### config.mk
export PLATFORM = sky130hd
export DESIGN_NAME = bias_dac_slew_ctrl_flat
export DESIGN_NICKNAME = d
export VERILOG_FILES = /design/src/rtl/bias_dac_pkg.sv /design/src/rtl/bias_dac_slew_ctrl_if.sv /design/src/rtl/bias_dac_slew_ch.sv /design/src/rtl/bias_dac_slew_ctrl.sv /design/src/flat_wrapper.sv
export SDC_FILE = /design/constraint.sdc
export NUM_CORES = 1
export LEC_CHECK = 0
export CAP_MARGIN = 10
export CORE_MARGIN = 3
export CORE_UTILIZATION = 40
export CTS_CLUSTER_DIAMETER = 150
export DETAILED_ROUTE_END_ITERATION = 8
export SLEW_MARGIN = 10
export SYNTH_ARGS = -nofsm -noshare
export SYNTH_HDL_FRONTEND = slang
export SYNTH_SLANG_ARGS = --single-unit
### constraint.sdc
create_clock -name clk -period 3.2 [get_ports clk]
set_clock_uncertainty 0.15 [all_clocks]
set_input_delay 0.64 -clock clk [delete_from_list [all_inputs] [get_ports clk]]
set_output_delay 0.64 -clock clk [all_outputs]
set_load 0.01 [all_outputs]
### src/rtl/bias_dac_pkg.sv
// Shared defaults, channel roles and helpers for the slew-limited bias DAC front end.
package bias_dac_pkg;

    localparam int unsigned DEF_NCH        = 2;
    localparam int unsigned DEF_WIDTH      = 4;
    localparam int unsigned DEF_DIV_W      = 8;
    localparam int unsigned DEF_RESET_CODE = 0;

    // Channel roles in the 2-channel SVF build
    localparam int unsigned CH_FC = 0;
    localparam int unsigned CH_Q  = 1;

    typedef enum logic [1:0] {
        DirHold,
        DirUp,
        DirDown
    } step_dir_e;

    function automatic int unsigned ch_idx_w(input int unsigned n);
        return (n <= 1) ? 1 : $clog2(n);
    endfunction

endpackage

### src/rtl/bias_dac_slew_ctrl_if.sv
// Register-file side of the bias DAC controller: shadow writes, commit, divisor and DAC outputs.
interface bias_dac_slew_ctrl_if
    import bias_dac_pkg::*;
#(
    parameter int unsigned NCH   = DEF_NCH,
    parameter int unsigned WIDTH = DEF_WIDTH,
    parameter int unsigned DIV_W = DEF_DIV_W
) ();

    localparam int unsigned CH_W = ch_idx_w(NCH);

    logic                   wr_en;
    logic [CH_W-1:0]        wr_ch;
    logic [WIDTH-1:0]       wr_data;
    logic                   commit;
    logic [DIV_W-1:0]       slew_div;
    logic [NCH*WIDTH-1:0]   dac_code;
    logic [NCH-1:0]         busy;
    logic                   settled;

    modport master (
        output wr_en, wr_ch, wr_data, commit, slew_div,
        input  dac_code, busy, settled
    );

    modport slave (
        input  wr_en, wr_ch, wr_data, commit, slew_div,
        output dac_code, busy, settled
    );

endinterface

### src/rtl/bias_dac_slew_ch.sv
// One DAC channel: shadow/target double buffer and a code that walks one LSB per tick.
module bias_dac_slew_ch
    import bias_dac_pkg::*;
#(
    parameter int unsigned WIDTH      = DEF_WIDTH,
    parameter int unsigned RESET_CODE = DEF_RESET_CODE
) (
    input  logic             clk,
    input  logic             rst_n,
    input  logic             wr_en,
    input  logic [WIDTH-1:0] wr_data,
    input  logic             commit,
    input  logic             tick,
    input  logic             immediate,
    output logic [WIDTH-1:0] code,
    output logic             busy
);

    localparam logic [WIDTH-1:0] RST_CODE = WIDTH'(RESET_CODE);

    logic [WIDTH-1:0] shadow_q, shadow_d;
    logic [WIDTH-1:0] target_q, target_d;
    logic [WIDTH-1:0] code_q, code_d;
    step_dir_e        dir;

    always_comb begin
        shadow_d = wr_en ? wr_data : shadow_q;
        // A same-edge write is visible to the commit
        target_d = commit ? shadow_d : target_q;

        if (code_q < target_q) begin
            dir = DirUp;
        end else if (code_q > target_q) begin
            dir = DirDown;
        end else begin
            dir = DirHold;
        end

        code_d = code_q;
        if (immediate) begin
            code_d = target_d;
        end else if (tick) begin
            case (dir)
                DirUp:   code_d = code_q + WIDTH'(1);
                DirDown: code_d = code_q - WIDTH'(1);
                default: code_d = code_q;
            endcase
        end
    end

    always_ff @(posedge clk or negedge rst_n) begin
        if (!rst_n) begin
            shadow_q <= RST_CODE;
            target_q <= RST_CODE;
            code_q   <= RST_CODE;
        end else begin
            shadow_q <= shadow_d;
            target_q <= target_d;
            code_q   <= code_d;
        end
    end

    assign code = code_q;
    assign busy = (code_q != target_q);

endmodule

### src/rtl/bias_dac_slew_ctrl.sv
// Bias DAC front end: write decode, shared slew prescaler, atomic commit and settle pulse.
module bias_dac_slew_ctrl
    import bias_dac_pkg::*;
#(
    parameter int unsigned NCH        = DEF_NCH,
    parameter int unsigned WIDTH      = DEF_WIDTH,
    parameter int unsigned DIV_W      = DEF_DIV_W,
    parameter int unsigned RESET_CODE = DEF_RESET_CODE
) (
    input logic                 clk,
    input logic                 rst_n,
    bias_dac_slew_ctrl_if.slave bus
);

    localparam int unsigned CH_W = ch_idx_w(NCH);

    logic [DIV_W-1:0]            psc_q, psc_d;
    logic                        immediate;
    logic                        tick;
    logic [NCH-1:0]              busy_vec;
    logic [NCH-1:0][WIDTH-1:0]   codes;
    logic                        busy_any_q;
    logic                        settled_q;

    always_comb begin
        immediate = (bus.slew_div == '0);
        // A commit restarts the prescaler, so it never ticks on the commit edge
        tick = !immediate && !bus.commit && (psc_q >= bus.slew_div - DIV_W'(1));

        psc_d = psc_q + DIV_W'(1);
        if (bus.commit || immediate || tick) begin
            psc_d = '0;
        end
    end

    for (genvar i = 0; i < NCH; i++) begin : g_ch
        logic wr_sel;
        // Indices at or above NCH match no channel and are dropped
        assign wr_sel = bus.wr_en && (bus.wr_ch == CH_W'(i));

        bias_dac_slew_ch #(
            .WIDTH      (WIDTH),
            .RESET_CODE (RESET_CODE)
        ) u_ch (
            .clk       (clk),
            .rst_n     (rst_n),
            .wr_en     (wr_sel),
            .wr_data   (bus.wr_data),
            .commit    (bus.commit),
            .tick      (tick),
            .immediate (immediate),
            .code      (codes[i]),
            .busy      (busy_vec[i])
        );
    end

    always_ff @(posedge clk or negedge rst_n) begin
        if (!rst_n) begin
            psc_q      <= '0;
            busy_any_q <= 1'b0;
            settled_q  <= 1'b0;
        end else begin
            psc_q      <= psc_d;
            busy_any_q <= |busy_vec;
            settled_q  <= busy_any_q && !(|busy_vec);
        end
    end

    assign bus.dac_code = codes;
    assign bus.busy     = busy_vec;
    assign bus.settled  = settled_q;

endmodule

### src/flat_wrapper.sv
// flat-port wrapper written by rule: the top's interface ports become plain ports
module bias_dac_slew_ctrl_flat import bias_dac_pkg::*;
#(
    parameter int unsigned NCH        = DEF_NCH,
    parameter int unsigned WIDTH      = DEF_WIDTH,
    parameter int unsigned DIV_W      = DEF_DIV_W,
    parameter int unsigned RESET_CODE = DEF_RESET_CODE
)
  (clk, rst_n, bus_wr_en, bus_wr_ch, bus_wr_data, bus_commit, bus_slew_div, bus_dac_code, bus_busy, bus_settled);
  bias_dac_slew_ctrl_if #(.NCH(NCH), .WIDTH(WIDTH), .DIV_W(DIV_W)) bus_i ();
  input logic clk;
  input logic rst_n;
  input wire logic [$bits(bus_i.wr_en)-1:0] bus_wr_en;
  input wire logic [$bits(bus_i.wr_ch)-1:0] bus_wr_ch;
  input wire logic [$bits(bus_i.wr_data)-1:0] bus_wr_data;
  input wire logic [$bits(bus_i.commit)-1:0] bus_commit;
  input wire logic [$bits(bus_i.slew_div)-1:0] bus_slew_div;
  output wire logic [$bits(bus_i.dac_code)-1:0] bus_dac_code;
  output wire logic [$bits(bus_i.busy)-1:0] bus_busy;
  output wire logic [$bits(bus_i.settled)-1:0] bus_settled;
  assign bus_i.wr_en = bus_wr_en;
  assign bus_i.wr_ch = bus_wr_ch;
  assign bus_i.wr_data = bus_wr_data;
  assign bus_i.commit = bus_commit;
  assign bus_i.slew_div = bus_slew_div;
  assign bus_dac_code = bus_i.dac_code;
  assign bus_busy = bus_i.busy;
  assign bus_settled = bus_i.settled;
  bias_dac_slew_ctrl #(.NCH(NCH), .WIDTH(WIDTH), .DIV_W(DIV_W), .RESET_CODE(RESET_CODE)) u_core (.clk(clk), .rst_n(rst_n), .bus(bus_i));
endmodule
---- Word level (Yosys, flattened, before mapping) ----
Index checks and enable logic that the tools add are counted.
operators by class
  shifts and indexed selects .............. 0
  $add $sub $neg .......................... 6
  div/mod/pow operators ................... 0
  $mul .................................... 0
  bitwise operators ....................... 1
  magnitude comparators ................... 5
  reductions and logical operators ........ 17
  equal/unequal tests ..................... 6
  multiplexer cells ....................... 15
operators with widths
  kind                                              count
  2-to-1 mux 4 bit                                  8
  case mux 4 bit (2 select lines)                   2
  adder 4 x 1 -> 4 bit, second input constant       2
  adder 8 x 1 -> 8 bit, second input constant       1
  greater-or-equal comparator 8 bit                 1
  greater-than comparator 4 bit                     2
  logical NOT 8 bit                                 1
  < comparator 4 bit                                2
  2-to-1 mux 2 bit                                  4
  2-to-1 mux 8 bit                                  1
  inequality test 4 bit                             2
  subtractor 4 x 1 -> 4 bit, second input constant  2
  subtractor 8 x 1 -> 8 bit, second input constant  1
  nonzero test 3 bit                                2
  logical AND 1 bit                                 5
  == test 2 x 1 -> 1 bit, second input constant     2
  == test 2 bit, second input constant              2
  AND reduction 2 bit                               2
  logical NOT 1 bit                                 3
  logical OR 1 bit                                  2
  nonzero test 2 bit                                1
  OR reduction 2 bit                                1
  NOT 1 bit                                         1
storage, ports and cells
  bits in writable memories ............... 0
  memories kept ........................... 0
  word-level logic and storage cells ...... 59
  latch bits .............................. 0
  bits in registers ....................... 34
  output and inout bits ................... 11
  memory bits (read-only) ................. 0

---- Logic depth before layout (Yosys ltp) ----
Gate-level depths: netlist (run 1).
  depth in word-level cells ............... 7
  depth in mapped cells ................... 12
  depth with buffers taken out ............ 12

---- Hierarchy ----
From an unflattened synthesis (run 1), not the netlist that was laid out.
second synthesis, totals
  cells, all modules ...................... 212
  area total of the unflattened synthesis .. 2,152.1 um2
by module, submodules not included
  module              times used  sequential area each (um2)  cells each  area each (um2)
  bias_dac_slew_ch    2           300.3                       66          690.7
  bias_dac_slew_ctrl  1           250.2                       80          770.7

---- Least setup slack after synthesis (run 1) ----
OpenSTA, ideal clock, no wires.
  kind .................................... input to register
  from .................................... input port bus_slew_div[2]
  to ...................................... register u_core.psc_q[2]
  required time ........................... 2,979 ps
  slack ................................... 475 ps
  buffers on the path ..................... 1
  arrival time ............................ 2,504 ps
  stages on the path ...................... 11
  setup time .............................. 71 ps
  cell sequence ........................... nor3_1 nor3b_1 xnor2_1 ha_1 a21oi_1 nor2b_1 o21ai_0 o211ai_2 or2_2 buf_2 nor2_1
on the way
  word-level cells in the longest chain between the ends .. 6
  elaborated cells on any way between the ends .. 9
ends and longest elaborated chain
  item                                                                               RTL line                  RTL
  from (decl)                                                                        flat_wrapper.sv:17        input wire logic [$bits(bus_i.slew_div)-1:0] bus_slew_div;
  parallel branches: the longest is 4 deep, another holds subtractor 8 x 1 -> 8 bit  --
  logical OR 1 bit (*)                                                               bias_dac_slew_ctrl.sv:31  if (bus.commit || immediate || tick) begin
  2-to-1 mux 8 bit (*)                                                               bias_dac_slew_ctrl.sv:31
  net u_core.psc_d[2]                                                                bias_dac_slew_ctrl.sv:17  logic [DIV_W-1:0] psc_q, psc_d;
  to (signal assigned)                                                               bias_dac_slew_ctrl.sv:63  psc_q <= psc_d;
  to (decl)                                                                          bias_dac_slew_ctrl.sv:17
Mark *: on every way through the listed nets, which the timed path passes.
A chain may end at the register's enable or synchronous reset.

---- Final worst setup path (run 1) ----
  from .................................... input port bus_slew_div[1]
  to ...................................... register u_core.g_ch[0].u_ch.code_q[0]
on the way
  word-level cells in the longest chain between the ends .. 6
  elaborated cells on any way between the ends .. 10
ends and longest elaborated chain
  item                                                                               RTL line                RTL
  parallel branches: the longest is 6 deep, another holds subtractor 8 x 1 -> 8 bit  --
  to (signal assigned)                                                               bias_dac_slew_ch.sv:59  code_q <= code_d;
  to (decl)                                                                          bias_dac_slew_ch.sv:23  logic [WIDTH-1:0] code_q, code_d;
Several ways; the timed one is not identified.

==> metrics.txt, run 1 <==
most common cell after layout, fill and taps aside dfrtp_1; Worst setup SP type primary input; PwrDens 685 nW/um^2; mapped cell area 2160 um^2; root buf cell clkbuf_8; Yosys reg bits 34; Largest stage delay, worst path 440 ps; final worst path period need 2930 ps; Setup Crit Path Kind in -> reg; Worst Path Arrival 2970 ps; placed wire-length estimate 3350 um; first-pass GRT wire length 7180 um; commonest non-fill, non-tap cells in the layout 34 x dfrtp_1, 27 x clkdlybuf4s50_1, 23 x ha_1, 20 x inv_1, 16 x nand2_1; Post-CTS Hold Fix Bufs 0; setup repair after global routing missed its margin false; Tot GR Track Use 14.6%; Slew Limit Fails 0; CP Max Fanout 10; via count 1587; Synth Warn # 0; DP Area 2530 um^2; die height 79.5 um; final WL 4230 um; post-CTS setup buffer count 0; WL per Instance 13.3 um; Leak 1.23 nW; IO Pins 28; Num CTS Buffers 5; Clock Latency Late Sink 290 ps; Cells after Synth 212; Avg Cell Area, Syn 10.2 um^2; IO buf count 27; slowest CP cell clkdlybuf4s50_1; max cap viols 0; CTS tree built; Critical Path End Type flop; largest net degree at the start of global routing 35; FP Rows 26; final hold viol count 0; n_diodes 0; post-synth net total 254; layout cells sized above 1 14.5%; status finished, final reports clean; placer congestion estimate 0.795; Die X-Extent 79.5 um; final total power 0.00183 W; core area 5170 um^2; Seq/Total Area, Yosys 39.3%; Setup-failing EPs final 0; initial antenna violation count 0; clk slew on worst S/H paths 80 ps; DR DRC count 0; CTS H-tree depth 2; Area Growth Syn to Fin 23.5%; CP Data Required Time 3250 ps; Final Cell Area 2670 um^2; total gr overflow 0; worst path cell trace clkdlybuf4s50_1 -> nor3_1 -> nor3b_1 -> xnor2_1 -> ha_1 -> a21oi_1 -> nor2b_1 -> o21ai_0 -> o211ai_2 -> buf_4 -> o21a_1 -> o221ai_1; DIE AREA 6330 um^2; IR drop worst, VDD 0.295 mV; Clock Tree Buf Depth 2; number of global-route vias before repair 1540; drt initial violations 47; worst hold-check path type reg -> reg; Max-slew headroom 64.9%; Post-DRT Antenna Nets 0; maximum clock rate 0.342 GHz; Vias per Instance 4.99; Clock Sinks 34; Starting Density 41.8%; Worst Max-Slew Pin Slew 526 ps; nets@finish 289; Synth cell types 39; DRT Pass-1 Iters 4; Setup TNS 0 ps; Resized Gates After CTS 0; Final Cycle Share 91.4%
==> synth_stat cells <==
cell	instances	area [um^2]
nand2b_1	1	6.26
nor3b_2	2	25.0
dfrtp_1	34	851
buf_4	2	15.0
a2bb2oi_2	2	30.0
buf_2	1	5.00
o21bai_1	1	7.51
o22ai_1	2	12.5
clkbuf_1	3	11.3
a2bb2oi_1	2	17.5
a211oi_1	2	15.0
nor4_4	1	21.3
fa_1	2	40.0
nand4_1	3	18.8
nor2_1	10	37.5
or2_2	1	6.26
inv_1	20	75.1
and3_1	4	25.0
o21a_1	3	22.5
o221ai_1	2	17.5
mux2_2	10	113
xor2_1	11	96.3
o21a_4	1	15.0
nor3b_1	2	15.0
a21oi_1	6	30.0
o21ai_0	14	70.1
o211ai_1	2	15.0
and4_1	2	17.5
o211ai_2	1	12.5
ha_1	23	288
nor3_1	4	20.0
nor2_2	1	6.26
nand3_1	9	45.0
a21o_1	2	15.0
and2_1	2	12.5
xnor2_1	5	43.8
buf_6	2	22.5
nor2b_1	1	6.26
nand2_1	16	60.1
==> registers in the layout, indices dropped and copies added, names as in the netlist <==
name                       flops
u_core.bus.settled             1
u_core.busy_any_q              1
u_core.psc_q                   8
u_core.g_ch.u_ch.code          8
u_core.g_ch.u_ch.target_q      8
u_core.g_ch.u_ch.shadow_q      8
==> power breakdown <==
group | total, W | internal [W] | switching (W)
logic | 0.000784 | 0.000385 | 0.000399
clock network | 0.000477 | 0.000312 | 0.000165
registers | 0.000569 | 0.000504 | 0.0000650
total | 0.00183 | 0.00120 | 0.000630
==> per-stage QoR <==
| stage | hold slack, ps | setup slack (ps) | utilization [%] | instances |
|---|---|---|---|---|
| 3_3_place_gp | 310 | -15.0 | 49.0 | 310 |
| 2_1_floorplan | 194 | 475 | - | 212 |
| 6_report | 337 | 275 | 51.7 | 318 |
| 5_1_grt | 365 | 39.5 | 51.7 | 318 |
| 3_5_place_dp | 318 | -45.6 | 49.0 | 310 |
| 4_1_cts | 337 | 240 | 51.7 | 318 |
==> area by class of cell <==
class	count	area, um^2
clock buffers	5	68.8
clock inverters	3	68.8
fillers	472	2500
inverters	20	75.1
multi-input cells	150	1180
flip-flops and latches	34	851
well taps	70	87.6
repair buffers	36	338
==> cell families (layout without fill, tap and decap cells) <==
logic type,Yosys count,in the layout,synth area share [%]
buffers and inverters,28,64,5.96
muxes,10,10,5.21
DFF,34,34,39.3
adders and majority gates,25,25,15.2
and+or+nand+nor,59,59,14.9
AOI/OAI and AO/OA,40,40,13.0
xor gates and xnor gates,16,16,6.48
==> worst paths after layout <==
| check | startpoint | to | slack [ps] | cells after the start |
|---|---|---|---|---|
| max in group asynchronous | rst_n | u_core.psc_q[7] | 1980 | 2 |
| min in group asynchronous | rst_n | u_core.bus.settled | 610 | 2 |
| hold / removal | u_core.busy_any_q | u_core.bus.settled | 340 | 1 |
| hold reg to reg | u_core.busy_any_q | u_core.bus.settled | 340 | 1 |
| setup / recovery | bus_slew_div[1] | u_core.g_ch[0].u_ch.code[0] | 270 | 12 |
| setup reg to reg | u_core.g_ch[1].u_ch.code[0] | u_core.g_ch[1].u_ch.code[3] | 290 | 12 |
==> per-layer routing <==
metal	GRT usage (%)	part of all wire [%]
met5	0	0
met4	4.64	1.5
met3	3.27	4.9
met2	25.2	48
met1	18.0	46
==> worst max-delay path, delay by kind of cell <==
family	cells	cell delay, ps
AND/OR/NAND/NOR	3	540
XOR/XNOR	1	150
buffers and inverters	2	620
AO/OA/AOI/OAI	5	750
adder cells (fa/ha/maj)	1	260
No activity file was read; power rests on OpenSTA's default activity.
==> inputs of run 2 (changes only) <==
--- a/config.mk
+++ b/config.mk
@@ -9,7 +9,9 @@
 export CORE_MARGIN = 3
 export CORE_UTILIZATION = 40
 export CTS_CLUSTER_DIAMETER = 150
+export CTS_CLUSTER_SIZE = 12
 export DETAILED_ROUTE_END_ITERATION = 8
+export MAX_ROUTING_LAYER = met4
 export SLEW_MARGIN = 10
 export SYNTH_ARGS = -nofsm -noshare
 export SYNTH_HDL_FRONTEND = slang
==> run 2 against run 1 <==
Combinational power about the same. Critical endpoint unchanged. Sequential power hardly changed. Critical path depth stayed put. Critical path type unchanged. Highest routed layer unchanged. Sequential cell count is the same.
==> metrics.txt, run 2 (synthesized netlist as in run 1, its figures left out) <==
Area Growth Syn to Fin 23.5% (unchanged); total gr overflow 0 (unchanged); via count 1588 (+0.063%); Final Cycle Share 91.4% (about the same); Clock power frac 26.2% (about the same); status finished, final reports clean; Max-slew headroom 64.9% (about the same); P_int 0.00120 W (about the same); Worst Path Arrival 2970 ps (about the same); Vias per Instance 4.99 (about the same); Hold Path Origin u_core.busy_any_q; first-pass GRT wire length 7180 um (unchanged); Setup-failing EPs final 0 (unchanged); worst hold-check path type reg -> reg; placed wire-length estimate 3350 um (unchanged); final WL 4230 um (+0.14%); Num CTS Buffers 5 (unchanged); root buf cell clkbuf_8; Clock Sinks 34 (unchanged); slowest CP cell clkdlybuf4s50_1; die height 79.5 um (unchanged); Reg2Reg Depth 12 (unchanged); Setup crit start bus_slew_div[1]; cell family with most CP delay compound AO/OA/AOI/OAI gates; Post-CTS Hold Fix Bufs 0 (unchanged); post-CTS setup buffer count 0 (unchanged); DR DRC count 0 (unchanged); Critical path buffers and inverters 2 (unchanged); Worst Max-Slew Pin Slew 526 ps (-0.0882 ps); most common cell after layout, fill and taps aside dfrtp_1; placer congestion estimate 0.806 (+1.4%); final worst path period need 2930 ps (+0.267 ps); hold path cells 1 (unchanged); CTS H-tree depth 2 (unchanged); maximum clock rate 0.342 GHz (about the same); IR drop worst, VDD 0.295 mV (about the same); setup repair after global routing missed its margin false; number of global-route vias before repair 1540 (unchanged); layout cells sized above 1 14.5% (unchanged); CP Data Required Time 3250 ps (about the same); Resized Gates After CTS 0 (unchanged); Largest stage delay, worst path 440 ps (about the same); CTS tree built; Clock Tree Buf Depth 2 (unchanged); initial antenna violation count 0 (unchanged); commonest non-fill, non-tap cells in the layout 34 x dfrtp_1, 27 x clkdlybuf4s50_1, 23 x ha_1, 20 x inv_1, 16 x nand2_1; clk slew on worst S/H paths 80 ps (about the same); drt initial violations 41 (-13%); CP Max Fanout 10 (unchanged); pre-CTS setup slack -45.6 ps (unchanged); core area 5170 um^2 (unchanged); IO buf count 27 (unchanged); max cap viols 0 (unchanged); Logic pwr share 42.8% (about the same); Sw Ratio 34.5% (+0.074 points); worst path cell trace clkdlybuf4s50_1 -> nor3_1 -> nor3b_1 -> xnor2_1 -> ha_1 -> a21oi_1 -> nor2b_1 -> o21ai_0 -> o211ai_2 -> buf_4 -> o21a_1 -> o221ai_1; WHS Endpoint u_core.bus.settled; Leak 1.23 nW (unchanged); r2r setup slk 300 ps (about the same); Clock Latency Late Sink 290 ps (about the same); Setup Crit Path Kind in -> reg; FP Rows 26 (unchanged); nets@finish 289 (unchanged); Tot GR Track Use 15.0% (+0.39 points); Critical Path End Type flop; n_diodes 0 (unchanged); WL per Instance 13.3 um (+0.14%); Die X-Extent 79.5 um (unchanged); final hold viol count 0 (unchanged); Post-DRT Antenna Nets 0 (unchanged); PwrDens 686 nW/um^2 (+0.12%); hold slack 337 ps (-0.00400 ps); Worst setup SP type primary input; IO Pins 28 (unchanged); Starting Density 41.8% (unchanged); worst r2r dst u_core.g_ch[1].u_ch.code[3]; largest net degree at the start of global routing 35 (unchanged); sequential power share 31.0% (about the same); Slew Limit Fails 0 (unchanged); DIE AREA 6330 um^2 (unchanged); reg2reg start u_core.g_ch[1].u_ch.code[0]; DRT Pass-1 Iters 4 (unchanged); net switching power 0.000632 W (+0.33%); Core Util, Final 51.7% (unchanged); final setup margin 275 ps (-0.267 ps)
-- run 2: cell type report --
class / count / area [um^2]
timing repair buffer: 36 / 338
clock inverter: 3 / 68.8
multi-input combinational: 150 / 1180
tap: 70 / 87.6
fill: 472 / 2500
sequential: 34 / 851
clock buffer: 5 / 68.8
inverter: 20 / 75.1
-- run 2: per-stage QoR --
step / total power, W / area [um^2] / cells / setup TNS (ps)
final: 0.00183 / 2670 / 318 / 0
after global routing: 0.00199 / 2670 / 318 / 0
after CTS: 0.00185 / 2670 / 318 / 0
after detailed placement: 0.00137 / 2530 / 310 / -65.9
after global placement: 0.00136 / 2530 / 310 / -15.0
after floorplan: 0.00111 / 2160 / 212 / 0
-- run 2: routing by layer --
| layer | track usage [%] | up-vias | share of wire (%) | routed length, um |
|---|---|---|---|---|
| li1 | - | 803 | - | - |
| met1 | 18.0 | 739 | 45 | 1920 |
| met2 | 25.2 | 38 | 48 | 2020 |
| met3 | 3.27 | 8 | 5.2 | 219 |
| met4 | 4.64 | 0 | 1.5 | 65 |
| met5 | - | - | 0 | 0 |
-- run 2: how the worst max path moves through the flow --
stage | to | cells after the start
6_report | u_core.g_ch[0].u_ch.code[0] | 12
5_1_grt | u_core.g_ch[0].u_ch.code[0] | 12
3_5_place_dp | u_core.g_ch[0].u_ch.code[0] | 12
2_1_floorplan | u_core.psc_q[2] | 11
4_1_cts | u_core.g_ch[0].u_ch.code[0] | 12
3_3_place_gp | u_core.g_ch[0].u_ch.code[0] | 12
-- run 2: power groups by stage --
stage / Combinational, W / Clock (W) / Sequential, W
6_report: 0.000784 / 0.000480 / 0.000568
5_1_grt: 0.000901 / 0.000510 / 0.000581
4_1_cts: 0.000794 / 0.000488 / 0.000571
3_5_place_dp: 0.000789 / 0 / 0.000579
3_3_place_gp: 0.000777 / 0 / 0.000580
2_1_floorplan: 0.000535 / 0 / 0.000579
==> inputs of run 3 (changes only) <==
--- a/config.mk
+++ b/config.mk
@@ -12,7 +12,6 @@
 export CTS_CLUSTER_SIZE = 12
 export DETAILED_ROUTE_END_ITERATION = 8
 export MAX_ROUTING_LAYER = met4
-export SLEW_MARGIN = 10
 export SYNTH_ARGS = -nofsm -noshare
 export SYNTH_HDL_FRONTEND = slang
 export SYNTH_SLANG_ARGS = --single-unit
==> results of run 3 <==
Final layout, timing and power as in run 2 (identical DEF).
